## config.mk

```make
export PLATFORM = sky130hd
export DESIGN_NAME = io_port_unit
export DESIGN_NICKNAME = d
export VERILOG_FILES = /design/src/rtl/io_pkg.sv /design/src/rtl/port_fifo.sv /design/src/rtl/io_port_unit.sv
export SDC_FILE = /design/constraint.sdc
export NUM_CORES = 1
export LEC_CHECK = 0
export CAP_MARGIN = 30
export CORE_UTILIZATION = 48
export CTS_CLUSTER_DIAMETER = 200
export DETAILED_ROUTE_END_ITERATION = 10
export GPL_ROUTABILITY_DRIVEN = 1
export PLACE_DENSITY = 0.68
export SYNTH_ARGS = -nofsm -noshare
export SYNTH_HDL_FRONTEND = slang
export SYNTH_SLANG_ARGS = --single-unit
```

## constraint.sdc

```tcl
create_clock -name clk -period 3.8 [get_ports clk]
set_input_delay 0.57 -clock clk [delete_from_list [all_inputs] [get_ports clk]]
set_output_delay 0.57 -clock clk [all_outputs]
set_load 0.05 [all_outputs]
```

## src/rtl/io_pkg.sv

```systemverilog
// Shared definitions for the processor I/O port buffering unit.
package io_pkg;

  localparam int unsigned DATA_W = 16;

  // Occupancy needs one bit more than the pointer so that DEPTH itself is representable.
  function automatic int unsigned cntW(input int unsigned depth);
    return $clog2(depth) + 1;
  endfunction

endpackage

```

## src/rtl/port_fifo.sv

```systemverilog
// Registered-storage FIFO with a combinational head and a register holding the
// word most recently popped.
module port_fifo
  import io_pkg::*;
#(
  parameter int unsigned WIDTH = DATA_W,
  parameter int unsigned DEPTH = 4
) (
  input  logic                     clk,
  input  logic                     reset,
  input  logic                     push,
  input  logic                     pop,
  input  logic [WIDTH-1:0]         dataIn,
  output logic [WIDTH-1:0]         head,
  output logic [WIDTH-1:0]         lastPopped,
  output logic [cntW(DEPTH)-1:0]   count,
  output logic                     full,
  output logic                     empty
);

  localparam int unsigned AW = $clog2(DEPTH);
  localparam int unsigned CW = cntW(DEPTH);

  logic [WIDTH-1:0] mem [DEPTH];
  logic [AW-1:0]    wrPtr;
  logic [AW-1:0]    rdPtr;
  logic             doPush;
  logic             doPop;

  always_comb begin
    full   = (count == CW'(DEPTH));
    empty  = (count == '0);
    doPop  = pop && !empty;
    // A push into a full FIFO is legal when the head leaves on the same edge.
    doPush = push && (!full || doPop);
    head   = mem[rdPtr];
  end

  always_ff @(posedge clk) begin
    if (doPush) begin
      mem[wrPtr] <= dataIn;
    end
  end

  always_ff @(posedge clk) begin
    if (reset) begin
      wrPtr      <= '0;
      rdPtr      <= '0;
      count      <= '0;
      lastPopped <= '0;
    end else begin
      if (doPush) begin
        wrPtr <= wrPtr + AW'(1);
      end
      if (doPop) begin
        rdPtr      <= rdPtr + AW'(1);
        lastPopped <= mem[rdPtr];
      end
      case ({doPush, doPop})
        2'b10:   count <= count + CW'(1);
        2'b01:   count <= count - CW'(1);
        default: count <= count;
      endcase
    end
  end

endmodule

```

## src/rtl/io_port_unit.sv

```systemverilog
// Buffers the processor's I/O ports against valid/ready external devices:
// an input FIFO feeding in_port and an output FIFO draining OUT writes.
module io_port_unit
  import io_pkg::*;
#(
  parameter int unsigned DATA_W    = io_pkg::DATA_W,
  parameter int unsigned IN_DEPTH  = 4,
  parameter int unsigned OUT_DEPTH = 4
) (
  input  logic                        clk,
  input  logic                        reset,
  input  logic [DATA_W-1:0]           ext_in_data,
  input  logic                        ext_in_valid,
  output logic                        ext_in_ready,
  output logic [DATA_W-1:0]           in_port,
  output logic                        in_empty,
  input  logic                        in_read,
  input  logic                        out_we,
  input  logic [DATA_W-1:0]           out_port,
  output logic [DATA_W-1:0]           ext_out_data,
  output logic                        ext_out_valid,
  input  logic                        ext_out_ready,
  output logic [cntW(IN_DEPTH)-1:0]   in_count,
  output logic [cntW(OUT_DEPTH)-1:0]  out_count,
  output logic                        in_underflow,
  output logic                        out_overflow
);

  logic [DATA_W-1:0] inHead;
  logic [DATA_W-1:0] inLast;
  logic              inFull;
  logic              inEmpty;
  logic              inPush;
  logic              inPop;

  logic [DATA_W-1:0] outHead;
  logic [DATA_W-1:0] outLast;
  logic              outFull;
  logic              outEmpty;
  logic              outPop;

  always_comb begin
    ext_in_ready  = !inFull;
    inPush        = ext_in_valid && !inFull;
    inPop         = in_read && !inEmpty;
    in_empty      = inEmpty;
    // When drained, the ports keep showing the last word handed over (0 after reset).
    in_port       = inEmpty ? inLast : inHead;
    ext_out_valid = !outEmpty;
    ext_out_data  = outEmpty ? outLast : outHead;
    outPop        = !outEmpty && ext_out_ready;
  end

  port_fifo #(
    .WIDTH (DATA_W),
    .DEPTH (IN_DEPTH)
  ) inFifo (
    .clk        (clk),
    .reset      (reset),
    .push       (inPush),
    .pop        (inPop),
    .dataIn     (ext_in_data),
    .head       (inHead),
    .lastPopped (inLast),
    .count      (in_count),
    .full       (inFull),
    .empty      (inEmpty)
  );

  port_fifo #(
    .WIDTH (DATA_W),
    .DEPTH (OUT_DEPTH)
  ) outFifo (
    .clk        (clk),
    .reset      (reset),
    .push       (out_we),
    .pop        (outPop),
    .dataIn     (out_port),
    .head       (outHead),
    .lastPopped (outLast),
    .count      (out_count),
    .full       (outFull),
    .empty      (outEmpty)
  );

  always_ff @(posedge clk) begin
    if (reset) begin
      in_underflow <= 1'b0;
      out_overflow <= 1'b0;
    end else begin
      if (in_read && inEmpty) begin
        in_underflow <= 1'b1;
      end
      if (out_we && outFull && !outPop) begin
        out_overflow <= 1'b1;
      end
    end
  end

endmodule
```

Word-level counts from Yosys, hierarchy flattened
Memories as Yosys holds them, arrays and structs flattened. A register that Yosys moved wholly into a read port is not among the register bits.
Cells that the tools add are included.
{"block": "classes", "add_sub_neg": 8, "eq_ne": 6, "n_mux": 12, "n_reduce_logical": 21}
{"operator": "$mux W16", "count": 2}
{"operator": "$pmux W3 S2", "count": 2}
{"operator": "$logic_and A1 B1 Y1", "count": 10}
{"operator": "$add A2 B1 Y2 const B", "count": 4}
{"operator": "$mux W2", "count": 4}
{"operator": "$add A3 B1 Y3 const B", "count": 2}
{"operator": "$eq A3 B3 Y1 const B", "count": 2}
{"operator": "$logic_not A3 Y1", "count": 2}
{"operator": "$sub A3 B1 Y3 const B", "count": 2}
{"operator": "$logic_not A1 Y1", "count": 5}
{"operator": "$eq A2 B1 Y1 const B", "count": 2}
{"operator": "$eq A2 B2 Y1 const B", "count": 2}
{"operator": "$mux W1", "count": 4}
{"operator": "$reduce_bool A2 Y1", "count": 2}
{"operator": "$logic_or A1 B1 Y1", "count": 2}
{"block": "totals", "ff_bits": 48, "ramBits": 128, "in_bits": 38, "output_inout_bits": 43, "word_cells": 59, "memories": 2}
{"name": "inFifo.mem", "words": 4, "width": 16, "rd": 1, "rd_ports_with_merged_regs": 1, "wr": 1, "line_no": "port_fifo.sv:24", "text": "logic [WIDTH-1:0] mem [DEPTH];"}
{"name": "outFifo.mem", "words": 4, "width": 16, "rd": 1, "rd_ports_with_merged_regs": 1, "wr": 1, "line_no": "port_fifo.sv:24"}

Longest topological paths before layout
Gate-level depths: netlist of the first run.
{"block": "depth", "depth_word": 8, "ltp_mapped": 11, "ltp_nobuf": 9}

By module
A second synthesis of the first run with hierarchy kept.
{"block": "unflattened", "cells_unflattened": 434, "hier_area_um2": 7319.5}
{"mod": "port_fifo (inFifo)", "n_inst": 1, "cells_per_inst": 214, "area_per_inst_um2": 3429.5, "seq_area_each_um2": 2422.3}
{"mod": "port_fifo (outFifo)", "n_inst": 1, "cells_per_inst": 172, "area_per_inst_um2": 3314.4, "seq_area_each_um2": 2422.3}
{"mod": "io_port_unit", "n_inst": 1, "cells_per_inst": 48, "area_per_inst_um2": 575.6, "seq_area_each_um2": 40.0}

Worst setup path before layout of the first run
Ideal clock, no wire load.
{"block": "synth_timing", "path_type": "register to register", "start": "register inFifo.count[2]", "end": "register inFifo.count[2]", "setup_time_ps": 70, "t_arrival_ps": 2857, "required_time_ps": 3730, "setup_slack_ps": 873, "path_stages_with_launch": 10, "path_buffers": 0, "period_less_slack_ps": 2927, "cell_sequence": "dfxtp_1 -> or3b_1 -> and2_1 -> inv_1 -> ha_1 -> inv_1 -> fa_1 -> xor2_1 -> or3_1 -> a21oi_1"}
{"block": "synth_between", "elab_cells_between_ends": 15, "cone_classes": "add/sub (2); eq/ne (3); mux (1); reduce/logical (9)"}
{"item": "from (decl)", "line_no": "port_fifo.sv:16", "text": "output logic [cntW(DEPTH)-1:0] count,"}
{"item": "from (signal assigned)", "line_no": "port_fifo.sv:60", "text": "2'b10: count <= count + CW'(1);"}
{"item": "from (signal assigned)", "line_no": "port_fifo.sv:61", "text": "2'b01: count <= count - CW'(1);"}
{"item": "from (signal assigned)", "line_no": "port_fifo.sv:62", "text": "default: count <= count;"}
{"item": "$eq A3 B3 Y1 (*)", "line_no": "port_fifo.sv:31", "text": "full = (count == CW'(DEPTH));"}
{"item": "$logic_not A1 Y1 (*)"}
{"item": "named net ext_in_ready", "line_no": "io_port_unit.sv:14", "text": "output logic ext_in_ready,"}
{"item": "$logic_and A1 B1 Y1 or $logic_or A1 B1 Y1 (tied branches)", "line_no": "io_port_unit.sv:44, port_fifo.sv:35"}
{"item": "$logic_and A1 B1 Y1 (*)", "line_no": "port_fifo.sv:35", "text": "doPush = push && (!full || doPop);"}
{"item": "$eq A2 B1 Y1 or $eq A2 B2 Y1 (tied branches)", "line_no": "port_fifo.sv:59", "text": "case ({doPush, doPop})"}
{"item": "$pmux W3 S2 or $reduce_bool A2 Y1 (tied branches)"}
The timed path passes the listed nets; every way through them passes the cells marked *.
A chain may end at the register's enable or synchronous reset.

==> results of run 1 <==
-- synth_stat cells, types with 3 or more instances --
| master | n | share of area |
|---|---|---|
| nand2b_1 | 3 | 0.0026 |
| buf_6 | 9 | 0.014 |
| dfxtp_1 | 52 | 0.14 |
| inv_1 | 10 | 0.0052 |
| mux4_2 | 32 | 0.10 |
| a21oi_1 | 37 | 0.026 |
| ha_1 | 9 | 0.016 |
| buf_2 | 5 | 0.0035 |
| mux2_4 | 9 | 0.019 |
| and3_1 | 5 | 0.0043 |
| xor2_1 | 6 | 0.0073 |
| nor2_1 | 18 | 0.0094 |
| clkbuf_1 | 8 | 0.0042 |
| and2_1 | 5 | 0.0043 |
| edfxtp_1 | 128 | 0.53 |
| nand2_1 | 68 | 0.035 |
| mux2_2 | 24 | 0.037 |
| xnor2_1 | 4 | 0.0049 |
-- where the power goes --
part / leakage [nW] / switching [mW] / internal (mW)
clock network: 0.273 / 0.692 / 0.945
registers: 1.60 / 0.131 / 2.34
logic: 1.12 / 1.49 / 0.990
total: 2.99 / 2.32 / 4.28
-- area by class of cell --
class                           count  area, um^2  area share
Sequential cell                   180        4885      0.5581
Multi-Input combinational cell    240        2108      0.2409
Timing Repair Buffer               95       938.4      0.1072
Clock buffer                       17       425.4     0.04861
Tap cell                          184       230.2     0.02630
Clock inverter                     15       121.4     0.01387
Inverter                           11       43.79    0.005004
-- state kept, by name, summed over array words and instances, names as in the netlist, 3 cells and up, named ones only --
signal	flops
inFifo.mem	64
outFifo.count	3
outFifo.lastPopped	16
outFifo.mem	64
inFifo.count	3
inFifo.lastPopped	16
-- worst max path at each step --
stage	from	end	slack (ns)
after detailed placement	register	in_port[5]	0.84
after floorplan	inFifo.count[2]$_SDFFE_PP0P_	inFifo.count[2]$_SDFFE_PP0P_	0.87
after global routing	register	in_port[0]	0.24
final	register	in_port[0]	0.40
after CTS	register	in_port[3]	0.33
after global placement	register	in_port[4]	0.83
-- kinds of logic (layout without fill, tap and decap cells) --
family,count (synthesis),after routing,share of synthesized area
mux,66,66,0.1576
compound gates,44,44,0.03316
simple gates,109,109,0.06839
buf+inv,35,138,0.02986
flops,180,180,0.6777
fa+ha+maj,11,11,0.02118
xor+xnor,10,10,0.01215
-- worst min-delay path, cell delays in order (launching register included) --
cell,delay (ns)
dfxtp_1,0.31
nand2_1,0.05
a21oi_1,0.05
-- layer usage --
layer,vias up,wire length (um),GRT usage,part of all wire
met5,-,0,0,0
met1,1987,5801,0.2329,0.42
met2,97,7238,0.3318,0.52
li1,1861,-,-,-
met4,0,166,0.06945,0.012
met3,15,742,0.05799,0.053
-- through the flow --
step / power [mW] / hold slack [ns] / setup WS [ns] / std cells / instance area [um^2]
final: 6.594 / 0.4531 / 0.3976 / 742 / 8752
after global routing: 6.867 / 0.4693 / 0.2409 / 742 / 8752
after CTS: 6.641 / 0.4533 / 0.3345 / 741 / 8727
after detailed placement: 4.998 / 0.4431 / 0.8421 / 709 / 8180
after global placement: 4.956 / 0.4393 / 0.8343 / 709 / 8180
after floorplan: 4.296 / 0.4329 / 0.8731 / 455 / 7208
==> impl_metrics.yaml, run 1 <==
synth:
  post_synth.cell_area_avg_um2: 15.84
  synth_fp_nets: 504
  async_flop_share: 0
  synth_cells: 455
  yosysSeqAreaShare: 0.6777
  postSynthRegisterBits: 180
  synth_enable_flop_cells: 128
  netlist-cell-type-count: 36
  syn-cell-area_um2: 7208
  synth_warnings: 0
  yosys_most_used_dff: "edfxtp_1"
hold_path:
  hold_path_startpoint: "inFifo.lastPopped[11]$_SDFFE_PP0P_"
  worstHoldEndpoint: "inFifo.lastPopped[11]$_SDFFE_PP0P_"
  worst_hold_path.num_cells: 2
  min-delay-path-class: "register to register"
power_and_ir_drop:
  power.static_leakage_nw: 2.988
  maximum_vdd_drop_uv: 602.1
  power_density_nw_per_um2: 753.4
worst_setup_path:
  critical_path_depth: 4
  timing.critical_path.max_delay_family: "buffers and inverters"
  cp_slowest_stage_delay_ns: 0.73
  critical_path_type: "register to output pin"
  kind_of_capture_point_of_the_worst_setup_path: "output pin"
  rr_startpoint: "inFifo.count[0]$_SDFFE_PP0P_"
  crit_path_max_fanout: 10
  reg2reg_slack_ns: 1.05
  worst-endpoint-required_ns: 3.23
  timing.critical_path.slowest_stage_cell: "clkdlybuf4s50_1"
  path_depth_of_the_worst_reg2reg_path: 11
  path_cells: "buf_12 > mux4_2 > mux2_2 > clkdlybuf4s50_1"
  worst-endpoint-arrival_ns: 2.83
  critical_path.n_buffers_inverters: 2
  timing.rr.end: "inFifo.count[2]$_SDFFE_PP0P_"
  launching_element_type_of_the_critical_path: "register"
timing:
  fin_crit_sh: 0.8954
  setup_repair_after_global_routing_missed_its_margin: "false"
  timing_max_transition_violations_final: 0
  slew_headroom: 0.3681
  fin_tns_setup_ns: 0
  final_period_minus_worst_setup_slack_ns: 3.402
  timing.final.hold_violations: 0
  fmax_mhz: 293.9
  finClkSkew_ns: 0.006575
  final-setup-viol-count: 0
  worst-slew-pin-transition_ns: 0.9478
clock_network:
  clkTransAtPathRegs_ns: 0.06
  clock_tree.root_cell: "clkbuf_16"
  clock_path_buffers: 2
  tritoncts: "built"
  post_cts_resize_count: 0
  total_clock_buffers_created_by_cts: 17
  cts_hold_repair.buffers: 0
  clkLatencyLatePin_ns: 0.43
  post-cts-setup-buffer-count: 0
  cts.sink_count: 180
  h-tree-depth: 4
detailed_routing:
  drt_first_pass_iters: 4
  vias_per_cell: 5.337
  drc: 0
  detail_route.wirelength_um: 13950
  postRouteAntennaNets: 0
  wl_per_cell_um: 18.80
  dr.first_iter.drc_count: 301
  routed-via-count: 3960
layout:
  fin_nets: 594
  area_growth_syn_to_layout_pct: 21.42
  layout.core_utilization: 0.5999
  antenna_diode_count: 0
  final_cell_mix: "edfxtp_1, clkdlybuf4s50_1, nand2_1"
  fillers: 1110
  final_common_cell: "edfxtp_1"
  fraction_of_final_layout_cells_with_drive_strength_greater_than_1: 0.2007
global_route:
  grt_antenna_before_repair: 0
  grt_start_max_net_pins: 34
  grt_pass1_wl_um: 22380
  grt_usage: 0.1944
  grt_pass1_vias: 4125
  global_route_overflow: 0
placed_design:
  gp_congestion: 0.7154
  dp_hpwl_um: 8606
  io_buffer_count: 80
floorplan:
  chipWidth_um: 124.5
  pin_count: 81
  core_um2: 14590
  effective_utilization_at_floorplan: 0.4941
  placement_rows: 44
  die_outline_area_um2: 15510
  die_height_um: 124.5
outcome:
  outcome: "complete, no violations"
run:
  max_cap_violations: 0
(Power assumes the default switching activity.)
==> inputs of run 2 (changes only) <==
==> constraint.sdc (replaced) <==
create_clock -name clk -period 3.8 [get_ports clk]
set_input_delay 0.57 -clock clk [delete_from_list [all_inputs] [get_ports clk]]
set_output_delay 0.57 -clock clk [all_outputs]
set_load 0.01 [all_outputs]
==> run 2 against run 1 <==
First-iteration DRC count decreased by 24%. Setup slack improved by 0.29 ns. Utilization increased by 0.23 points. Power decreased by 8.6%. Cell area increased by 0.39%. Critical path depth decreased by 1. Critical endpoint is now in_port[5].
==> impl_metrics.yaml, run 2 (synthesis results as in run 1) <==
placed_design:
  io_buffer_count: 80
  dp_hpwl_um: 8217
  place_area_um2: 8165
  gp_congestion: 0.6898
worst_setup_path:
  timing.critical_path.max_delay_family: "flip-flops"
  launching_element_type_of_the_critical_path: "register"
  timing.critical_path.slowest_stage_cell: "dfxtp_1"
  worst-endpoint-required_ns: 3.23
  path_depth_of_the_worst_reg2reg_path: 9
  cp_slowest_stage_delay_ns: 0.88
  reg2reg_slack_ns: 1.29
  worst-endpoint-arrival_ns: 2.54
  path_cells: "mux4_2 > mux2_2 > clkdlybuf4s50_1"
  critical_path.n_buffers_inverters: 1
  crit_path_max_fanout: 16
  critical_path_type: "register to output pin"
  timing.rr.end: "inFifo.count[2]$_SDFFE_PP0P_"
  kind_of_capture_point_of_the_worst_setup_path: "output pin"
  rr_startpoint: "inFifo.count[2]$_SDFFE_PP0P_"
clock_network:
  cts.sink_count: 180
  clkTransAtPathRegs_ns: 0.06
  h-tree-depth: 4
  post-cts-setup-buffer-count: 0
  total_clock_buffers_created_by_cts: 17
  clock_path_buffers: 2
  clock_tree.root_cell: "clkbuf_16"
  cts_hold_repair.buffers: 0
  clkLatencyLatePin_ns: 0.42
  post_cts_resize_count: 0
  tritoncts: "built"
layout:
  fillers: 1099
  antenna_diode_count: 0
  postLayoutCellArea_um2: 8786
  area_growth_syn_to_layout_pct: 21.89
  fraction_of_final_layout_cells_with_drive_strength_greater_than_1: 0.2000
  fin_nets: 591
  final_common_cell: "edfxtp_1"
  regArea_um2: 4885
  largest_registers: "inFifo.mem (64), outFifo.mem (64)"
  multi_input_gate_area_um2: 2108
  final_cell_mix: "edfxtp_1, clkdlybuf4s50_1, nand2_1"
  layout.core_utilization: 0.6022
floorplan:
  die_height_um: 124.5
  chipWidth_um: 124.5
  pin_count: 81
  effective_utilization_at_floorplan: 0.4941
  core_um2: 14590
  placement_rows: 44
  die_outline_area_um2: 15510
timing:
  final_period_minus_worst_setup_slack_ns: 3.111
  fmax_mhz: 321.4
  timing_max_transition_violations_final: 0
  finClkSkew_ns: 0.006726
  timing.final.hold_violations: 0
  fin_crit_sh: 0.8188
  slew_headroom: 0.3964
  fin_tns_setup_ns: 0
  worst-slew-pin-transition_ns: 0.9053
  final-setup-viol-count: 0
  setup_repair_after_global_routing_missed_its_margin: "false"
detailed_routing:
  routed-via-count: 3911
  detail_route.wirelength_um: 13230
  dr.first_iter.drc_count: 228
  drt_first_pass_iters: 4
  drc: 0
  wl_per_cell_um: 17.90
  vias_per_cell: 5.292
  postRouteAntennaNets: 0
global_route:
  grt_pass1_wl_um: 21550
  grt_pass1_vias: 4166
  grt_start_max_net_pins: 31
  global_route_overflow: 0
  grt_usage: 0.1840
  grt_antenna_before_repair: 0
outcome:
  outcome: "complete, no violations"
hold_path:
  worst_hold_path.num_cells: 2
  hold_path_startpoint: "outFifo.lastPopped[2]$_SDFFE_PP0N_"
  min-delay-path-class: "register to register"
  worstHoldEndpoint: "outFifo.lastPopped[2]$_SDFFE_PP0N_"
power_and_ir_drop:
  maximum_vdd_drop_uv: 677.0
  power_density_nw_per_um2: 685.7
  power.static_leakage_nw: 3.005
run:
  max_cap_violations: 0
run 2: changes by cell type in the layout (fill, tap and decap cells not counted):
cell        delta
inv_4          +1
bufinv_16      -1
clkinv_1       -5
buf_4          -2
clkinv_2       -3
clkbuf_8       +2
clkinvlp_4     -1
clkbuf_1       +3
clkbuf_16      +3
run 2: stage by stage:
stage	instances	power, mW	hold slack [ns]	setup slack (ns)
2_1_floorplan	455	3.617	0.4329	1.404
3_3_place_gp	706	4.266	0.4391	1.136
3_5_place_dp	707	4.303	0.4470	1.092
4_1_cts	739	6.092	0.4553	0.6634
5_1_grt	739	6.315	0.4801	0.5922
6_report	739	6.025	0.4537	0.6887
run 2: power breakdown:
part           switching [mW]  leakage [nW]  internal, mW
combinational           0.809          1.10         0.973
clock                   0.689         0.311          1.09
sequential              0.119          1.60          2.34
run 2: cell type report:
cell class | count | area share
tap | 184 | 0.02620
clock inverter | 6 | 0.006408
inverter | 11 | 0.004984
clock buffer | 26 | 0.06423
sequential | 180 | 0.5560
multi-input combinational | 240 | 0.2400
timing repair buffer | 92 | 0.1023
run 2: worst max-delay path by stage:
stage	cells past startpoint	slack, ns	to	start
after floorplan	9	1.40	inFifo.count[2]$_SDFFE_PP0P_	inFifo.count[2]$_SDFFE_PP0P_
after global placement	10	1.14	inFifo.count[2]$_SDFFE_PP0P_	in_read
after detailed placement	10	1.09	inFifo.count[2]$_SDFFE_PP0P_	in_read
after CTS	3	0.66	ext_out_data[15]	register
after global routing	3	0.59	ext_out_data[5]	register
final	3	0.69	in_port[5]	register
run 2: worst register-to-register path, delay by kind of cell (launching register included):
family | cells | cell delay (ns)
buffers and inverters | 2 | 0.17
XOR/XNOR | 1 | 0.16
adder cells (fa/ha/maj) | 2 | 0.56
flip-flops | 1 | 0.41
AND/OR/NAND/NOR | 3 | 0.99
AO/OA/AOI/OAI | 1 | 0.14
run 2: routing by layer:
metal  track usage  wire (um)  vias to the layer above
li1              -          -                     1856
met1        0.2209       5702                     1947
met2        0.3149       6736                       92
met3       0.05069        613                       16
met4       0.06945        178                        0
met5             0          0                        -
==> inputs of run 3 (changes only) <==
--- a/config.mk
+++ b/config.mk
@@ -10,7 +10,7 @@
 export CTS_CLUSTER_DIAMETER = 200
 export DETAILED_ROUTE_END_ITERATION = 10
 export GPL_ROUTABILITY_DRIVEN = 1
-export PLACE_DENSITY = 0.68
+export PLACE_DENSITY = 0.71
 export SYNTH_ARGS = -nofsm -noshare
 export SYNTH_HDL_FRONTEND = slang
 export SYNTH_SLANG_ARGS = --single-unit
==> constraint.sdc (replaced) <==
create_clock -name clk -period 2.85 [get_ports clk]
set_input_delay 0.4275 -clock clk [delete_from_list [all_inputs] [get_ports clk]]
set_output_delay 0.4275 -clock clk [all_outputs]
set_load 0.01 [all_outputs]
==> run 3 against run 2 <==
Cell count up 0.81%. Sequential cell count stayed put. Clock power is 23% higher. Register-to-register slack worse by 0.91 ns. Critical endpoint is now in_port[4]. Largest power group unchanged.
==> impl_metrics.yaml, run 3 (synthesis results as in run 1) <==
outcome:
  outcome: "complete, no violations"
timing:
  fmax_mhz: 362.2
  timing.final.hold_violations: 0
  final_period_minus_worst_setup_slack_ns: 2.761
  fin_tns_setup_ns: 0
  slew_headroom: 0.5476
  fin_crit_sh: 0.9688
  timing_max_transition_violations_final: 0
  finClkSkew_ns: 0.01029
  worst-slew-pin-transition_ns: 0.6786
  final-setup-viol-count: 0
  setup_repair_after_global_routing_missed_its_margin: "false"
global_route:
  grt_pass1_vias: 4183
  grt_pass1_wl_um: 21820
  global_route_overflow: 0
  grt_usage: 0.1867
  grt_start_max_net_pins: 33
  grt_antenna_before_repair: 0
placed_design:
  place_area_um2: 8223
  io_buffer_count: 80
  gp_congestion: 0.7069
  cell_count_after_placement: 713
  dp_hpwl_um: 8401
detailed_routing:
  detail_route.wirelength_um: 13460
  routed-via-count: 3971
  vias_per_cell: 5.330
  drc: 0
  wl_per_cell_um: 18.07
  dr.first_iter.drc_count: 205
  drt_first_pass_iters: 4
  postRouteAntennaNets: 0
power_and_ir_drop:
  power_density_nw_per_um2: 899.1
  p_sw_frac: 0.2783
  power.static_leakage_nw: 2.997
  clock_power_share: 0.277
  maximum_vdd_drop_uv: 530.8
  switchingPower_mw: 2.198
  share_comb_of_total_power: 0.310
  seq_power_share: 0.414
  design_internal_power_mw: 5.700
clock_network:
  post-cts-setup-buffer-count: 0
  clock_path_buffers: 2
  total_clock_buffers_created_by_cts: 17
  cts.sink_count: 180
  clkTransAtPathRegs_ns: 0.07
  h-tree-depth: 4
  clkLatencyLatePin_ns: 0.42
  tritoncts: "built"
  cts_hold_repair.buffers: 0
  post_cts_resize_count: 0
  clock_tree.root_cell: "clkbuf_16"
worst_setup_path:
  critical_path.n_buffers_inverters: 2
  crit_path_end: "in_port[4]"
  worst-endpoint-required_ns: 2.42
  worst-endpoint-arrival_ns: 2.33
  kind_of_capture_point_of_the_worst_setup_path: "output pin"
  launching_element_type_of_the_critical_path: "register"
  timing.critical_path.max_delay_family: "multiplexers"
  critical_path_type: "register to output pin"
  reg2reg_slack_ns: 0.38
  path_depth_of_the_worst_reg2reg_path: 9
  timing.rr.end: "inFifo.count[2]$_SDFFE_PP0P_"
  cp_slowest_stage_delay_ns: 0.55
  path_cells: "buf_12 > mux4_2 > mux2_2 > clkdlybuf4s50_1"
  rr_startpoint: "inFifo.count[2]$_SDFFE_PP0P_"
  crit_path_max_fanout: 16
  timing.critical_path.slowest_stage_cell: "mux4_2"
  critical_path_depth: 4
layout:
  fin_nets: 597
  largest_registers: "inFifo.mem (64), outFifo.mem (64)"
  final-instance-count-excl-fill: 745
  fraction_of_final_layout_cells_with_drive_strength_greater_than_1: 0.2139
  layout.core_utilization: 0.6021
  postLayoutCellArea_um2: 8785
  final_cell_mix: "edfxtp_1, clkdlybuf4s50_1, nand2_1"
  antenna_diode_count: 0
  area_growth_syn_to_layout_pct: 21.87
  final_common_cell: "edfxtp_1"
floorplan:
  placement_rows: 44
  die_outline_area_um2: 15510
  core_um2: 14590
  chipWidth_um: 124.5
  pin_count: 81
  die_height_um: 124.5
  effective_utilization_at_floorplan: 0.4941
run:
  max_cap_violations: 0
hold_path:
  min-delay-path-class: "register to register"
==> run 3: changes by cell type in the layout (fill, tap and decap cells not counted), moves of 2 or more <==
| cell | previous run | this run |
|---|---|---|
| clkbuf_16 | 21 | 18 |
| clkbuf_8 | 2 | 0 |
| clkbuf_1 | 3 | 0 |
| clkinv_2 | 4 | 7 |
| buf_4 | 11 | 16 |
| clkinvlp_4 | 0 | 5 |
==> run 3: final cells by class <==
type,count,area [um^2]
Timing Repair Buffer,98,955.9
Clock inverter,14,111.4
Fill cell,1088,5804
Sequential cell,180,4885
Tap cell,184,230.2
Clock buffer,18,450.4
Inverter,11,43.79
Multi-Input combinational cell,240,2108
==> run 3: stage by stage <==
| stage | hold slack [ns] | setup WS [ns] | power, mW |
|---|---|---|---|
| global placement | 0.4390 | 0.3915 | 5.730 |
| global route | 0.4706 | 0.0006548 | 8.296 |
| detailed placement | 0.4470 | 0.3236 | 5.791 |
| CTS | 0.4563 | 0.05630 | 7.999 |
| floorplan | 0.4329 | 0.4545 | 4.822 |
| finish | 0.4577 | 0.08902 | 7.898 |
==> run 3: worst min-delay path by stage <==
| stage | start | endpoint | slack [ns] | cells after the start |
|---|---|---|---|---|
| 3_3_place_gp | outFifo.lastPopped[0]$_SDFFE_PP0N_ | outFifo.lastPopped[0]$_SDFFE_PP0N_ | 0.44 | 2 |
| 3_5_place_dp | outFifo.lastPopped[1]$_SDFFE_PP0N_ | outFifo.lastPopped[1]$_SDFFE_PP0N_ | 0.45 | 2 |
| 2_1_floorplan | inFifo.lastPopped[0]$_SDFFE_PP0P_ | inFifo.lastPopped[0]$_SDFFE_PP0P_ | 0.43 | 2 |
| 5_1_grt | outFifo.lastPopped[1]$_SDFFE_PP0N_ | outFifo.lastPopped[1]$_SDFFE_PP0N_ | 0.47 | 2 |
| 4_1_cts | outFifo.lastPopped[1]$_SDFFE_PP0N_ | outFifo.lastPopped[1]$_SDFFE_PP0N_ | 0.46 | 2 |
| 6_report | inFifo.lastPopped[10]$_SDFFE_PP0P_ | inFifo.lastPopped[10]$_SDFFE_PP0P_ | 0.46 | 2 |
==> run 3: worst register-to-register path: cells and delay by family (launching register included) <==
kind / cells / cell delay, ns
XOR/XNOR: 1 / 0.16
AND/OR/NAND/NOR: 3 / 1.00
buffers and inverters: 2 / 0.15
flip-flops: 1 / 0.43
AO/OA/AOI/OAI: 1 / 0.13
adder cells (fa/ha/maj): 2 / 0.55
==> run 3: routing by layer <==
| metal | wire, um | part of all wire | GRT usage |
|---|---|---|---|
| met1 | 5436 | 0.40 | 0.2164 |
| met2 | 7226 | 0.54 | 0.3328 |
| met3 | 642 | 0.048 | 0.05455 |
| met4 | 158 | 0.012 | 0.05528 |
| met5 | 0 | 0 | 0 |
==> run 3: power groups by stage <==
stage               registers (mW)  clock network, mW  logic [mW]
finish                        3.27               2.19        2.45
detailed placement            3.32                  0        2.47
global route                  3.30               2.34        2.66
CTS                           3.27               2.24        2.49
floorplan                     3.29                  0        1.53
global placement              3.30                  0        2.43
